--- src/rtl/unlock_pkg.sv ---
// Shared types for the unlock keyer/detector pair: symbol type, FSM states, idle symbol.
package unlock_pkg;

  localparam int unsigned SYM_W = 2;

  typedef logic [SYM_W-1:0] sym_t;

  typedef enum logic [1:0] {
    ST_IDLE,
    ST_SEND,
    ST_WAIT,
    ST_GAP
  } state_t;

  localparam sym_t IDLE_SYM_DEF = 2'b00;

  function automatic int unsigned max3(input int unsigned x, input int unsigned y,
                                       input int unsigned z);
    int unsigned m;
    m = (x > y) ? x : y;
    return (m > z) ? m : z;
  endfunction

endpackage

--- src/rtl/unlock_tmr.sv ---
// Loadable down-counter with a registered zero flag; saturates at zero.
module unlock_tmr #(
  parameter int unsigned W = 2
) (
  input  logic         clk_i,
  input  logic         reset_i,
  input  logic         load_i,
  input  logic [W-1:0] load_val_i,
  output logic         zero_o
);

  logic [W-1:0] cnt_q;
  logic         zero_q;

  always_ff @(posedge clk_i) begin
    if (reset_i) begin
      cnt_q  <= '0;
      zero_q <= 1'b1;
    end else if (load_i) begin
      cnt_q  <= load_val_i;
      zero_q <= (load_val_i == '0);
    end else if (cnt_q != '0) begin
      cnt_q  <= cnt_q - W'(1);
      zero_q <= (cnt_q == W'(1));
    end
  end

  assign zero_o = zero_q;

endmodule

--- src/rtl/unlock_keyer.sv ---
// Transmit side of the unlock pair: sends a programmed code, waits for the unlock
// response, retries after an idle gap, and reports done or fail.
module unlock_keyer
  import unlock_pkg::*;
#(
  parameter int unsigned                 CODE_LEN  = 2,
  parameter logic [SYM_W*CODE_LEN-1:0]   CODE      = 4'b11_01,
  parameter sym_t                        IDLE_SYM  = IDLE_SYM_DEF,
  parameter int unsigned                 HOLD      = 1,
  parameter int unsigned                 TIMEOUT   = 4,
  parameter int unsigned                 GAP       = 2,
  parameter int unsigned                 MAX_TRIES = 3
) (
  input  logic                               clk_i,
  input  logic                               reset_i,
  input  logic                               start_i,
  input  logic                               unlock_i,
  output sym_t                               a_o,
  output logic                               busy_o,
  output logic                               done_o,
  output logic                               fail_o,
  output logic [$clog2(MAX_TRIES+1)-1:0]     tries_o
);

  localparam int unsigned TMAX = max3(HOLD, TIMEOUT, GAP);
  localparam int unsigned TW   = $clog2(TMAX + 1);
  localparam int unsigned IW   = (CODE_LEN > 1) ? $clog2(CODE_LEN) : 1;
  localparam int unsigned RW   = $clog2(MAX_TRIES + 1);

  state_t          state_q, state_d;
  logic [IW-1:0]   idx_q, idx_d;
  logic [RW-1:0]   tries_q, tries_d;
  sym_t            a_q, a_d;
  logic            busy_q, busy_d;
  logic            done_q, done_d;
  logic            fail_q, fail_d;
  logic            tmr_load;
  logic [TW-1:0]   tmr_val;
  logic            tmr_zero;

  unlock_tmr #(.W(TW)) u_tmr (
    .clk_i      (clk_i),
    .reset_i    (reset_i),
    .load_i     (tmr_load),
    .load_val_i (tmr_val),
    .zero_o     (tmr_zero)
  );

  // Next state, timer reloads on every phase entry, and next output values.
  always_comb begin
    state_d  = state_q;
    idx_d    = idx_q;
    tries_d  = tries_q;
    tmr_load = 1'b0;
    tmr_val  = '0;
    done_d   = 1'b0;
    fail_d   = 1'b0;

    unique case (state_q)
      ST_IDLE: begin
        if (start_i) begin
          state_d  = ST_SEND;
          idx_d    = '0;
          tries_d  = RW'(1);
          tmr_load = 1'b1;
          tmr_val  = TW'(HOLD - 1);
        end
      end
      ST_SEND: begin
        if (tmr_zero) begin
          if (idx_q == IW'(CODE_LEN - 1)) begin
            if (unlock_i) begin
              state_d = ST_IDLE;
              done_d  = 1'b1;
            end else begin
              state_d  = ST_WAIT;
              tmr_load = 1'b1;
              tmr_val  = TW'(TIMEOUT - 1);
            end
          end else begin
            idx_d    = idx_q + IW'(1);
            tmr_load = 1'b1;
            tmr_val  = TW'(HOLD - 1);
          end
        end
      end
      ST_WAIT: begin
        // A response on the expiring edge still counts as success.
        if (unlock_i) begin
          state_d = ST_IDLE;
          done_d  = 1'b1;
        end else if (tmr_zero) begin
          if (tries_q == RW'(MAX_TRIES)) begin
            state_d = ST_IDLE;
            fail_d  = 1'b1;
          end else begin
            state_d  = ST_GAP;
            tmr_load = 1'b1;
            tmr_val  = TW'(GAP - 1);
          end
        end
      end
      ST_GAP: begin
        if (tmr_zero) begin
          state_d  = ST_SEND;
          idx_d    = '0;
          tries_d  = tries_q + RW'(1);
          tmr_load = 1'b1;
          tmr_val  = TW'(HOLD - 1);
        end
      end
    endcase

    a_d = IDLE_SYM;
    if (state_d == ST_SEND) begin
      a_d = sym_t'(CODE >> (SYM_W * (CODE_LEN - 1 - 32'(idx_d))));
    end
    busy_d = (state_d != ST_IDLE);
  end

  always_ff @(posedge clk_i) begin
    if (reset_i) begin
      state_q <= ST_IDLE;
      idx_q   <= '0;
      tries_q <= '0;
      a_q     <= IDLE_SYM;
      busy_q  <= 1'b0;
      done_q  <= 1'b0;
      fail_q  <= 1'b0;
    end else begin
      state_q <= state_d;
      idx_q   <= idx_d;
      tries_q <= tries_d;
      a_q     <= a_d;
      busy_q  <= busy_d;
      done_q  <= done_d;
      fail_q  <= fail_d;
    end
  end

  assign a_o     = a_q;
  assign busy_o  = busy_q;
  assign done_o  = done_q;
  assign fail_o  = fail_q;
  assign tries_o = tries_q;

endmodule

--- config.mk ---
export PLATFORM = sky130hd
export DESIGN_NAME = unlock_keyer
export DESIGN_NICKNAME = d
export VERILOG_FILES = /design/src/rtl/unlock_pkg.sv /design/src/rtl/unlock_tmr.sv /design/src/rtl/unlock_keyer.sv
export SDC_FILE = /design/constraint.sdc
export NUM_CORES = 1
export LEC_CHECK = 0
export BUFFER_PORTS_ARGS = -buffer_cell sky130_fd_sc_hd__buf_2
export CAP_MARGIN = 20
export CORE_UTILIZATION = 55
export CTS_BUF_LIST = sky130_fd_sc_hd__clkbuf_8
export CTS_CLUSTER_DIAMETER = 30
export DETAILED_ROUTE_END_ITERATION = 12
export GPL_TIMING_DRIVEN = 0
export PLACE_DENSITY = 0.76
export SLEW_MARGIN = 10
export SYNTH_ARGS = -nofsm -noshare
export SYNTH_HDL_FRONTEND = slang
export SYNTH_SLANG_ARGS = --single-unit
--- constraint.sdc ---
create_clock -name clk_i -period 2.3 [get_ports clk_i]
set_input_delay 0.46 -clock clk_i [delete_from_list [all_inputs] [get_ports clk_i]]
set_output_delay 0.46 -clock clk_i [all_outputs]
set_load 0.02 [all_outputs]
# == Word level (Yosys, flattened, before mapping) ==
# Index checks and enable logic that the tools add are counted.
# totals
word_cells,77
ff_bits,14
output_inout_bits,7
in_bits,4
# classes
muxes,42
add_sub_neg,4
bitwise,3
n_shift,1
n_reduce_logical,10
eq_ne,8
# op_table
cell,count
$shr 4x32->2 const A,1
$mux 2,11
$mux 1,21
$mux 3,4
$pmux 3 s3,1
$pmux 2 s4,1
$eq 2x2->1 const B,3
$reduce_bool 2->1,3
$eq 2x1->1 const B,2
$pmux 1 s4,1
$pmux 2 s2,1
$reduce_or 2->1,2
$reduce_or 4->1,1
$eq 3x1->1 const B,1
$logic_not 3->1,1
$not 1->1,3
$pmux 1 s3,1
$reduce_and 3->1,1
$reduce_bool 3->1,1
$sub 3x1->3 const B,1
$add 2x1->2 const B,1
$logic_not 2->1,1
$ne 2x1->1 const B,1
$ne 2x2->1 const B,1
3 further kinds,3

# == Depth between registers and ports, before layout ==
# Gate-level depths: netlist of run 1.
# logic_depth
ltp_word,8
depth_mapped,6
depth_no_buf,6

# == Hierarchy ==
# A second synthesis of run 1 with hierarchy kept.
# unflattened
cells_unflattened,106
hier_area_um2,914.6
# by_module_without_submodules
module,seq_area_each_um2,area_each_um2,n_inst,cells_each
unlock_keyer,200.2,655.6,1,77
unlock_tmr,80.1,259.0,1,29

# == Worst setup path before layout of run 1 ==
# No wires, ideal clock.
# synth_path
kind,reg-to-reg
start,register state_q[0]
end,"register a_q[0], in the netlist a_o[0]"
setup_time_ps,133
n_path_buf,0
synth_period_minus_slack_ps,1678
slack_ps,622
required_ps,2167
t_arrival_ps,1545
stages_incl_launch_ff,7
path_cell_list,dfxtp_1 -> inv_1 -> ha_1 -> or2_1 -> a221o_1 -> a2bb2oi_4 -> nor3_1
# synth_between
elab_chain_len,6
elab_cells_between_ends,17
cone_classes,add/sub: 1; eq/ne: 4; shift: 1; mux: 8; bitwise: 1; reduce/logical: 2
# synth_rtl
element,line_no,source
from (decl),unlock_keyer.sv:30,"state_t state_q, state_d;"
from (signal assigned),unlock_keyer.sv:131,state_q <= state_d;
"parallel branches: the longest is 6 deep, another holds $sub 1x1->2",--,
to (signal assigned),unlock_keyer.sv:126,a_q <= IDLE_SYM;
to (signal assigned),unlock_keyer.sv:134,a_q <= a_d;
to (decl),unlock_keyer.sv:33,"sym_t a_q, a_d;"
# Parallel ways; which one is timed is not known.
# A chain may end at the register's enable or synchronous reset.

# == Worst setup path after layout of run 1 ==
# Ends and elaborated chain as after synthesis.

==> impl_metrics.py, run 1 <==
metrics = {
    "status": {
        "outcome": "finished, final reports clean",
    },
    "placement": {
        "pre_cts_ws_ns": 0.441,
        "dp.cells": 121,
        "place.port_buffers": 9,
        "gp_congestion": 0.866,
        "place_area_um2": 963,
        "hpwl_um": 1300,
    },
    "power_and_ir_drop": {
        "switchingPower_mw": 0.706,
        "internal_power_mw": 0.912,
        "clkPwrFrac_pct": 14.6,
        "p_per_area_nw_per_um2": 1590,
        "p_seq_share_pct": 25.0,
        "p_comb_share_pct": 60.4,
        "ir_drop_mv": 0.805,
        "p_leak_nw": 0.434,
        "swShare_pct": 43.6,
    },
    "global_route": {
        "grt_pass1_vias": 640,
        "grt_use_total_pct": 21.3,
        "grt_pass1_wl_um": 2880,
        "grt_max_degree": 11,
        "grt_antenna_before_repair": 0,
        "overflow": 0,
    },
    "finish": {
        "final_cell_area_um2": 1020,
        "drive_gt1_share_pct": 22.9,
        "layout.cells.non_filler": 125,
        "nFillCells": 131,
        "area_delta_synth_final_pct": 13.4,
        "fin_nets": 123,
        "antennaDiodeCount": 0,
    },
    "sta": {
        "finalHoldViolCount": 0,
        "slew_viol_final": 0,
        "final.setup.worst_slack_ns": 0.446,
        "fmax_ghz": 0.539,
        "period_needed_ns": 1.85,
        "slew_headroom_pct": 66.9,
        "max_slew.worst_pin.slew_ns": 0.496,
        "fin_skew_ns": 0.00249,
        "tns_ns": 0,
        "rsz0062_at_grt": "no",
        "setup_viol": 0,
        "period_share_pct": 80.6,
    },
    "yosys": {
        "yosys.area_share.adder_pct": 12.5,
        "ys_top_cells_by_area": "dfxtp_1, ha_1, nor2_1",
        "syn_area_um2": 898,
        "synth_edf_count": 0,
        "synth_mux_area_share_pct": 6.69,
        "synth_xor_area_share_pct": 0.975,
        "synth.top_cell.area_share_pct": 31.2,
        "ys_ff_latch": 14,
        "ys_seq_area_share_pct": 31.2,
        "async_flop_share_pct": 0,
        "synth.avg_cell_area_um2": 9.36,
        "netlist_instances": 96,
        "yosys_warnings": 0,
        "yosys.area.top_type": "dfxtp_1",
        "synth_top_family_by_area": "compound AO/OA/AOI/OAI gates",
        "synth_compound_area_share_pct": 24.1,
        "synth_fp_nets": 109,
        "synthSimpleGateAreaFrac_pct": 19.1,
        "synth-main-ff-cell": "dfxtp_1",
        "yosysUniqueCellTypes": 39,
    },
    "critical_path": {
        "crit_required_ns": 2.41,
        "endpoint_kind": "flop",
        "critPathMaxFanout": 6,
        "criticalPathCategory": "flop to flop",
        "critical_path_arrival_ns": 1.96,
        "path_buf_inv": 1,
        "startpoint_type": "flop",
        "path_delay_family": "compound AO/OA/AOI/OAI gates",
        "path_cells": "inv_1, ha_1, or2_1, a221o_1, a2bb2oi_4, nor3_1",
        "cp_slowest_cell": "dfxtp_1",
        "slowest_delay_ns": 0.45,
    },
    "worst_hold_path": {
        "hp-class": "flop to flop",
    },
    "floorplan": {
        "ios": 11,
        "rows": 14,
        "die_w_um": 42.4,
        "core_area_um2": 1520,
        "fp.dieH_um": 42.4,
        "die-area_um2": 1800,
        "initial_core_util_pct": 58.9,
    },
    "drt": {
        "vias": 718,
        "drt_first_iter_violations": 19,
        "routed_wl_um": 1760,
        "drt-wirelength-per-cell_um": 14.1,
        "ant_nets": 0,
        "dr.pass1.iters": 4,
        "vias_per_cell": 5.74,
        "drc": 0,
    },
    "cts": {
        "hold_buffers": 0,
        "cts_tree": "yes",
        "postCtsResizedCells": 0,
        "cts_buffer_depth": 2,
        "postCtsSetupBuffers": 0,
        "clk_pin_slew_ns": 0.06,
        "htreeDepth": 1,
        "cts.root.buffer_cell": "clkbuf_8",
        "cts.sinks": 14,
        "cts_buffers": 3,
        "clock_latency_ns": 0.24,
    },
    "run": {
        "drv_cap": 0,
    },
}
sequential cells by signal (all words and copies together), names as in the netlist:
| name | cells |
|---|---|
| fail_o | 1 |
| a_o | 2 |
| idx_q | 1 |
| busy_o | 1 |
| u_tmr.zero_o | 1 |
| u_tmr.cnt_q | 3 |
| tries_o | 2 |
| state_q | 2 |
| done_o | 1 |
Yosys cell counts, types with 2 or more instances:
cell,n
nor2_1,11
mux2_4,2
a211oi_1,2
inv_1,7
dfxtp_1,14
nor3_1,5
mux2i_1,3
o21ai_0,2
nor4_1,2
a21oi_1,3
nand3_1,2
a31oi_1,3
ha_1,9
clkbuf_1,2
nand2_1,5
metrics by stage:
stage	power, mW	util [%]	hold slack (ns)
floorplan	1.20	-	0.513
global placement	1.36	63.2	0.496
detailed placement	1.38	63.2	0.510
CTS	1.62	66.8	0.520
global route	1.74	66.8	0.545
finish	1.62	66.8	0.522
layer usage:
metal / track usage (%) / wire, um
met3: 5.17 / 59
met4: 5.63 / 9
met1: 27.8 / 874
met5: 0 / 0
met2: 35.1 / 814
placed cells by master (no fill, tap or decap), types with 2 or more instances in the layout:
cell type | synthesis | routed
a211oi_1 | 2 | 2
a21oi_1 | 3 | 3
a31oi_1 | 3 | 3
buf_2 | 0 | 9
clkbuf_1 | 2 | 2
clkbuf_8 | 0 | 4
dfxtp_1 | 14 | 14
ha_1 | 9 | 9
inv_1 | 7 | 7
mux2_4 | 2 | 2
mux2i_1 | 3 | 3
nand2_1 | 5 | 5
nand3_1 | 2 | 2
nor2_1 | 11 | 11
nor3_1 | 5 | 5
nor4_1 | 2 | 2
o21ai_0 | 2 | 2
path summary, 6_finish.rpt:
path	startpoint	to	slack [ns]	depth (start not counted)
worst max-delay path	state_q[0]	a_o[0]	0.45	6
worst min-delay path	tries_o[1]	tries_o[1]	0.52	2
worst max register to register	state_q[0]	a_o[0]	0.45	6
worst min register to register	tries_o[1]	tries_o[1]	0.52	2
final cells by class:
class / count / area, um2 / share of cell area [%]
timing repair buffer: 9 / 45.0 / 4.42
inverter: 8 / 30.0 / 2.95
buffer: 3 / 18.8 / 1.84
tap: 16 / 20.0 / 1.97
clock buffer: 4 / 55.1 / 5.41
multi-input combinational: 71 / 569 / 55.9
sequential: 14 / 280 / 27.5
tightest hold or removal path: cells and delay by family, from the launching register on:
kind / cells / cell delay, ns
AO/OA/AOI/OAI: 2 / 0.14
flip-flops: 1 / 0.33
power by group through the flow:
stage / Sequential, mW / Combinational, mW / Clock [mW]
2_1_floorplan: 0.431 / 0.773 / 0
3_3_place_gp: 0.406 / 0.952 / 0
4_1_cts: 0.405 / 0.978 / 0.243
5_1_grt: 0.418 / 1.07 / 0.252
6_report: 0.405 / 0.977 / 0.236
3_5_place_dp: 0.408 / 0.974 / 0
cell families (layout without fill, tap and decap cells):
logic type,after synthesis,in the layout
buffers and inverters,11,24
muxes,5,5
xor gates and xnor gates,1,1
DFF,14,14
adders and majority gates,9,9
AOI/OAI and AO/OA,24,24
and+or+nand+nor,32,32
Power figures use the tool's default switching activity.
==> run 2: changes to the inputs <==
Settings changed: CORE_UTILIZATION 55 to 53, PLACE_DENSITY 0.76 to 0.77.
Clock period 2.3 ns to 1.5 ns, I/O delays scaled along.
==> impl_metrics.py, run 2 (synthesis results as in run 1) <==
metrics = {
    "placement": {
        "hpwl_um": 1300,
        "place.port_buffers": 9,
        "gp_congestion": 0.908,
    },
    "power_and_ir_drop": {
        "p_per_area_nw_per_um2": 2510,
        "p_leak_nw": 0.488,
        "ir_drop_mv": 1.51,
    },
    "cts": {
        "clk_pin_slew_ns": 0.06,
        "cts.root.buffer_cell": "clkbuf_8",
        "cts_tree": "yes",
        "clock_latency_ns": 0.25,
        "cts.sinks": 14,
        "hold_buffers": 0,
        "htreeDepth": 1,
        "cts_buffers": 3,
        "cts_buffer_depth": 2,
    },
    "drt": {
        "drt-wirelength-per-cell_um": 15.9,
        "dr.pass1.iters": 4,
        "drc": 0,
        "vias_per_cell": 6.31,
        "routed_wl_um": 2130,
        "ant_nets": 0,
        "vias": 846,
        "drt_first_iter_violations": 46,
    },
    "critical_path": {
        "crit_required_ns": 1.62,
        "cp_slowest_cell": "dfxtp_4",
        "timing.rr.start": "state_q[1]",
        "startpoint_type": "flop",
        "critical_path_arrival_ns": 1.71,
        "criticalPathCategory": "flop to flop",
        "endpoint_kind": "flop",
        "critPathMaxFanout": 5,
        "path_cells": "inv_6, ha_4, or2_1, a221o_1, a2bb2oi_4, a21oi_2",
        "cp-startpoint": "state_q[1]",
        "slowest_delay_ns": 0.42,
    },
    "finish": {
        "layout_commonest_cell": "dfxtp_1",
        "antennaDiodeCount": 0,
        "largest_register_ffs": 3,
        "final_cell_mix": "dfxtp_1, nor2_1, buf_2",
        "area_delta_synth_final_pct": 32.0,
        "regMostFlops": "u_tmr.cnt_q",
        "fin_nets": 132,
        "drive_gt1_share_pct": 37.3,
    },
    "sta": {
        "period_share_pct": 106,
        "whs_ns": 0.379,
        "fmax_ghz": 0.629,
        "slew_viol_final": 0,
        "period_needed_ns": 1.59,
        "slew_headroom_pct": 68.4,
        "finalHoldViolCount": 0,
        "setup_viol": 8,
        "fin_skew_ns": 0.00130,
        "tns_ns": -0.530,
        "rsz0062_at_grt": "yes",
        "max_slew.worst_pin.slew_ns": 0.474,
        "final.setup.worst_slack_ns": -0.0890,
    },
    "floorplan": {
        "rows": 14,
        "core_area_um2": 1540,
        "ios": 11,
        "die-area_um2": 1860,
        "initial_core_util_pct": 58.3,
        "fp.dieH_um": 43.2,
        "die_w_um": 43.2,
    },
    "run": {
        "drv_cap": 0,
    },
    "status": {
        "violations": "negative setup slack",
        "outcome": "finished, violations left",
    },
    "global_route": {
        "grt_antenna_before_repair": 0,
        "grt_max_degree": 11,
        "grt_pass1_wl_um": 3660,
        "grt_pass1_vias": 793,
        "overflow": 0,
        "grt_use_total_pct": 26.7,
    },
    "worst_hold_path": {
        "hold_start": "unlock_i",
        "hp-class": "input port to flop",
    },
}
run 2: cell types whose count changed in the layout (fill, tap and decap cells not counted), moves of 2 or more:
| cell | before | now |
|---|---|---|
| buf_4 | 0 | 6 |
| ha_1 | 9 | 5 |
| ha_4 | 0 | 4 |
| buf_6 | 1 | 4 |
| dfxtp_1 | 14 | 12 |
| dfxtp_4 | 0 | 2 |
| inv_1 | 7 | 5 |
run 2: what timing repair did:
item / in CTS / in global routing
buffers inserted: 9 / 0
setup endpoints to repair: 7 / 9
resized for setup: 6 / 5
hold endpoints to repair: 0 / 0
pin swaps: 5 / 2
run 2: path summary, 6_finish.rpt:
kind                     end  cells past startpoint  slack, ns
setup / recovery      busy_o                      6      -0.09
hold / removal        fail_o                      2       0.38
setup reg to reg      busy_o                      6      -0.09
hold reg to reg   tries_o[1]                      2       0.53
run 2: routing by layer:
layer | wire length [um] | track usage [%]
met5 | 0 | 0
met4 | 44 | 6.06
met3 | 116 | 7.66
met2 | 1000 | 44.2
met1 | 964 | 33.9
run 2: final cells by class:
type / count / area [um2]
multi-input combinational: 71 / 643
fill: 107 / 355
sequential: 14 / 288
timing repair buffer: 18 / 124
clock buffer: 4 / 55.1
inverter: 8 / 37.5
tap: 16 / 20.0
buffer: 3 / 18.8
run 2: worst max-delay path: cells and delay by family, from the launching register on:
family                     cells  cell delay (ns)
AOI/OAI and AO/OA              3             0.60
adders and majority gates      1             0.17
buffers and inverters          1             0.06
DFF                            1             0.42
and+or+nand+nor                1             0.22
run 2: where the power goes:
| part | internal, mW | switching (mW) |
|---|---|---|
| registers | 0.512 | 0.171 |
| clock network | 0.233 | 0.135 |
| logic | 0.947 | 0.976 |
run 2: through the flow:
stage	total power, mW	instance area (um2)	util (%)	instances	worst slack [ns]
global placement	2.20	1010	65.6	121	-0.116
CTS	2.86	1170	75.7	134	-0.0628
global route	3.17	1190	76.9	134	-0.148
detailed placement	2.23	1010	65.6	121	-0.135
floorplan	1.97	946	-	96	-0.0206
finish	2.97	1190	76.9	134	-0.0890
==> run 3: changes to the inputs <==
Settings changed: PLACE_DENSITY 0.77 to 0.74.
==> impl_metrics.py, run 3 (synthesis results as in run 1) <==
metrics = {
    "sta": {
        "rsz0062_at_grt": "yes",
        "final.setup.worst_slack_ns": -0.0687,
        "fin_skew_ns": 0.00193,
        "max_slew.worst_pin.slew_ns": 0.477,
        "setup_viol": 6,
        "slew_headroom_pct": 68.2,
        "finalHoldViolCount": 0,
        "period_share_pct": 105,
        "slew_viol_final": 0,
        "fmax_ghz": 0.637,
        "period_needed_ns": 1.57,
    },
    "critical_path": {
        "slowest_delay_ns": 0.41,
        "startpoint_type": "flop",
        "criticalPathCategory": "flop to flop",
        "path_delay_family": "compound AO/OA/AOI/OAI gates",
        "cp_slowest_cell": "dfxtp_4",
        "crit_required_ns": 1.62,
        "timing.rr.start": "state_q[1]",
        "critPathMaxFanout": 4,
        "path_buf_inv": 1,
        "rr_worst_depth": 6,
        "critical_path_arrival_ns": 1.68,
        "path_cells": "inv_6, ha_4, or2_1, a221o_1, a2bb2oi_4, nor2_1",
        "r2r_slack_ns": -0.07,
        "rr_endpoint": "state_q[0]",
        "endpoint_kind": "flop",
    },
    "finish": {
        "layout.cells.non_filler": 135,
        "final_cell_area_um2": 1190,
        "area_delta_synth_final_pct": 32.6,
        "largest_register_ffs": 3,
        "fin_util_pct": 77.3,
        "antennaDiodeCount": 0,
        "final_cell_mix": "dfxtp_1, nor2_1, buf_2, buf_4",
        "layout_commonest_cell": "dfxtp_1",
        "drive_gt1_share_pct": 38.7,
        "fin_nets": 133,
        "regMostFlops": "u_tmr.cnt_q",
    },
    "placement": {
        "dp.cells": 121,
        "place_area_um2": 1010,
        "gp_congestion": 0.887,
        "hpwl_um": 1300,
        "place.port_buffers": 9,
    },
    "drt": {
        "ant_nets": 0,
        "dr.pass1.iters": 4,
        "drt-wirelength-per-cell_um": 15.2,
        "drt_first_iter_violations": 26,
        "drc": 0,
        "vias_per_cell": 5.92,
        "routed_wl_um": 2060,
        "vias": 799,
    },
    "floorplan": {
        "die-area_um2": 1860,
        "die_w_um": 43.2,
        "rows": 14,
        "ios": 11,
        "fp.dieH_um": 43.2,
        "core_area_um2": 1540,
        "initial_core_util_pct": 58.3,
    },
    "worst_hold_path": {
        "hold_start": "unlock_i",
        "hp-class": "input port to flop",
        "hold_end": "fail_o",
        "min_path_cells": 2,
    },
    "power_and_ir_drop": {
        "p_per_area_nw_per_um2": 2490,
        "p_leak_nw": 0.491,
        "switchingPower_mw": 1.26,
        "ir_drop_mv": 1.54,
        "p_comb_share_pct": 65.0,
        "swShare_pct": 42.4,
        "internal_power_mw": 1.71,
        "clkPwrFrac_pct": 12.4,
        "p_seq_share_pct": 22.7,
    },
    "cts": {
        "cts_tree": "yes",
        "cts.root.buffer_cell": "clkbuf_8",
        "clock_latency_ns": 0.25,
        "clk_pin_slew_ns": 0.06,
        "cts_buffers": 3,
        "cts.sinks": 14,
        "hold_buffers": 0,
        "htreeDepth": 1,
        "cts_buffer_depth": 2,
    },
    "status": {
        "outcome": "finished, violations left",
        "violations": "negative setup slack",
    },
    "global_route": {
        "grt_pass1_vias": 786,
        "grt_antenna_before_repair": 0,
        "grt_max_degree": 11,
        "grt_use_total_pct": 25.8,
        "grt_pass1_wl_um": 3530,
        "overflow": 0,
    },
    "run": {
        "drv_cap": 0,
    },
}
[run 3: timing repair]
action                     4_1_cts  5_1_grt
buffers inserted                 9        1
resized for setup                6        4
pin swaps                        5        5
setup endpoints to repair        7       10
[run 3: per-stage QoR]
step                worst slack [ns]  total power [mW]  hold slack [ns]  TNS (ns)
detailed placement            -0.132              2.23            0.516    -0.712
global placement              -0.119              2.20            0.499    -0.662
global route                  -0.128              3.19            0.360    -0.852
finish                       -0.0687              2.96            0.363    -0.393
CTS                          -0.0681              2.88            0.355    -0.292
floorplan                    -0.0206              1.97            0.379   -0.0434
[run 3: worst max path at each step]
stage | depth (start not counted) | start | to
5_1_grt | 6 | state_q[1] | state_q[0]
2_1_floorplan | 6 | state_q[0] | u_tmr.cnt_q[0]
4_1_cts | 6 | state_q[0] | busy_o
3_3_place_gp | 6 | state_q[0] | u_tmr.cnt_q[1]
3_5_place_dp | 6 | state_q[1] | a_o[0]
6_report | 6 | state_q[1] | state_q[0]
[run 3: cell type report]
type	count	area, um2
multi-input combinational	71	648
fill	100	350
sequential	14	288
timing repair buffer	19	124
clock buffer	4	55.1
inverter	8	37.5
tap	16	20.0
buffer	3	18.8
[run 3: power groups by stage]
stage          combinational (mW)  clock (mW)  sequential, mW
6_report                     1.93       0.367           0.672
2_1_floorplan                1.27           0           0.697
3_5_place_dp                 1.57           0           0.665
4_1_cts                      1.84       0.375           0.667
5_1_grt                      2.11       0.398           0.689
3_3_place_gp                 1.54           0           0.662
[run 3: per-layer routing]
metal  global-route usage [%]  wire length (um)  part of all wire [%]
met1                     29.6               902                    44
met2                     42.7               993                    48
met3                     8.94               104                   5.1
met4                     11.5                55                   2.7
met5                        0                 0                     0
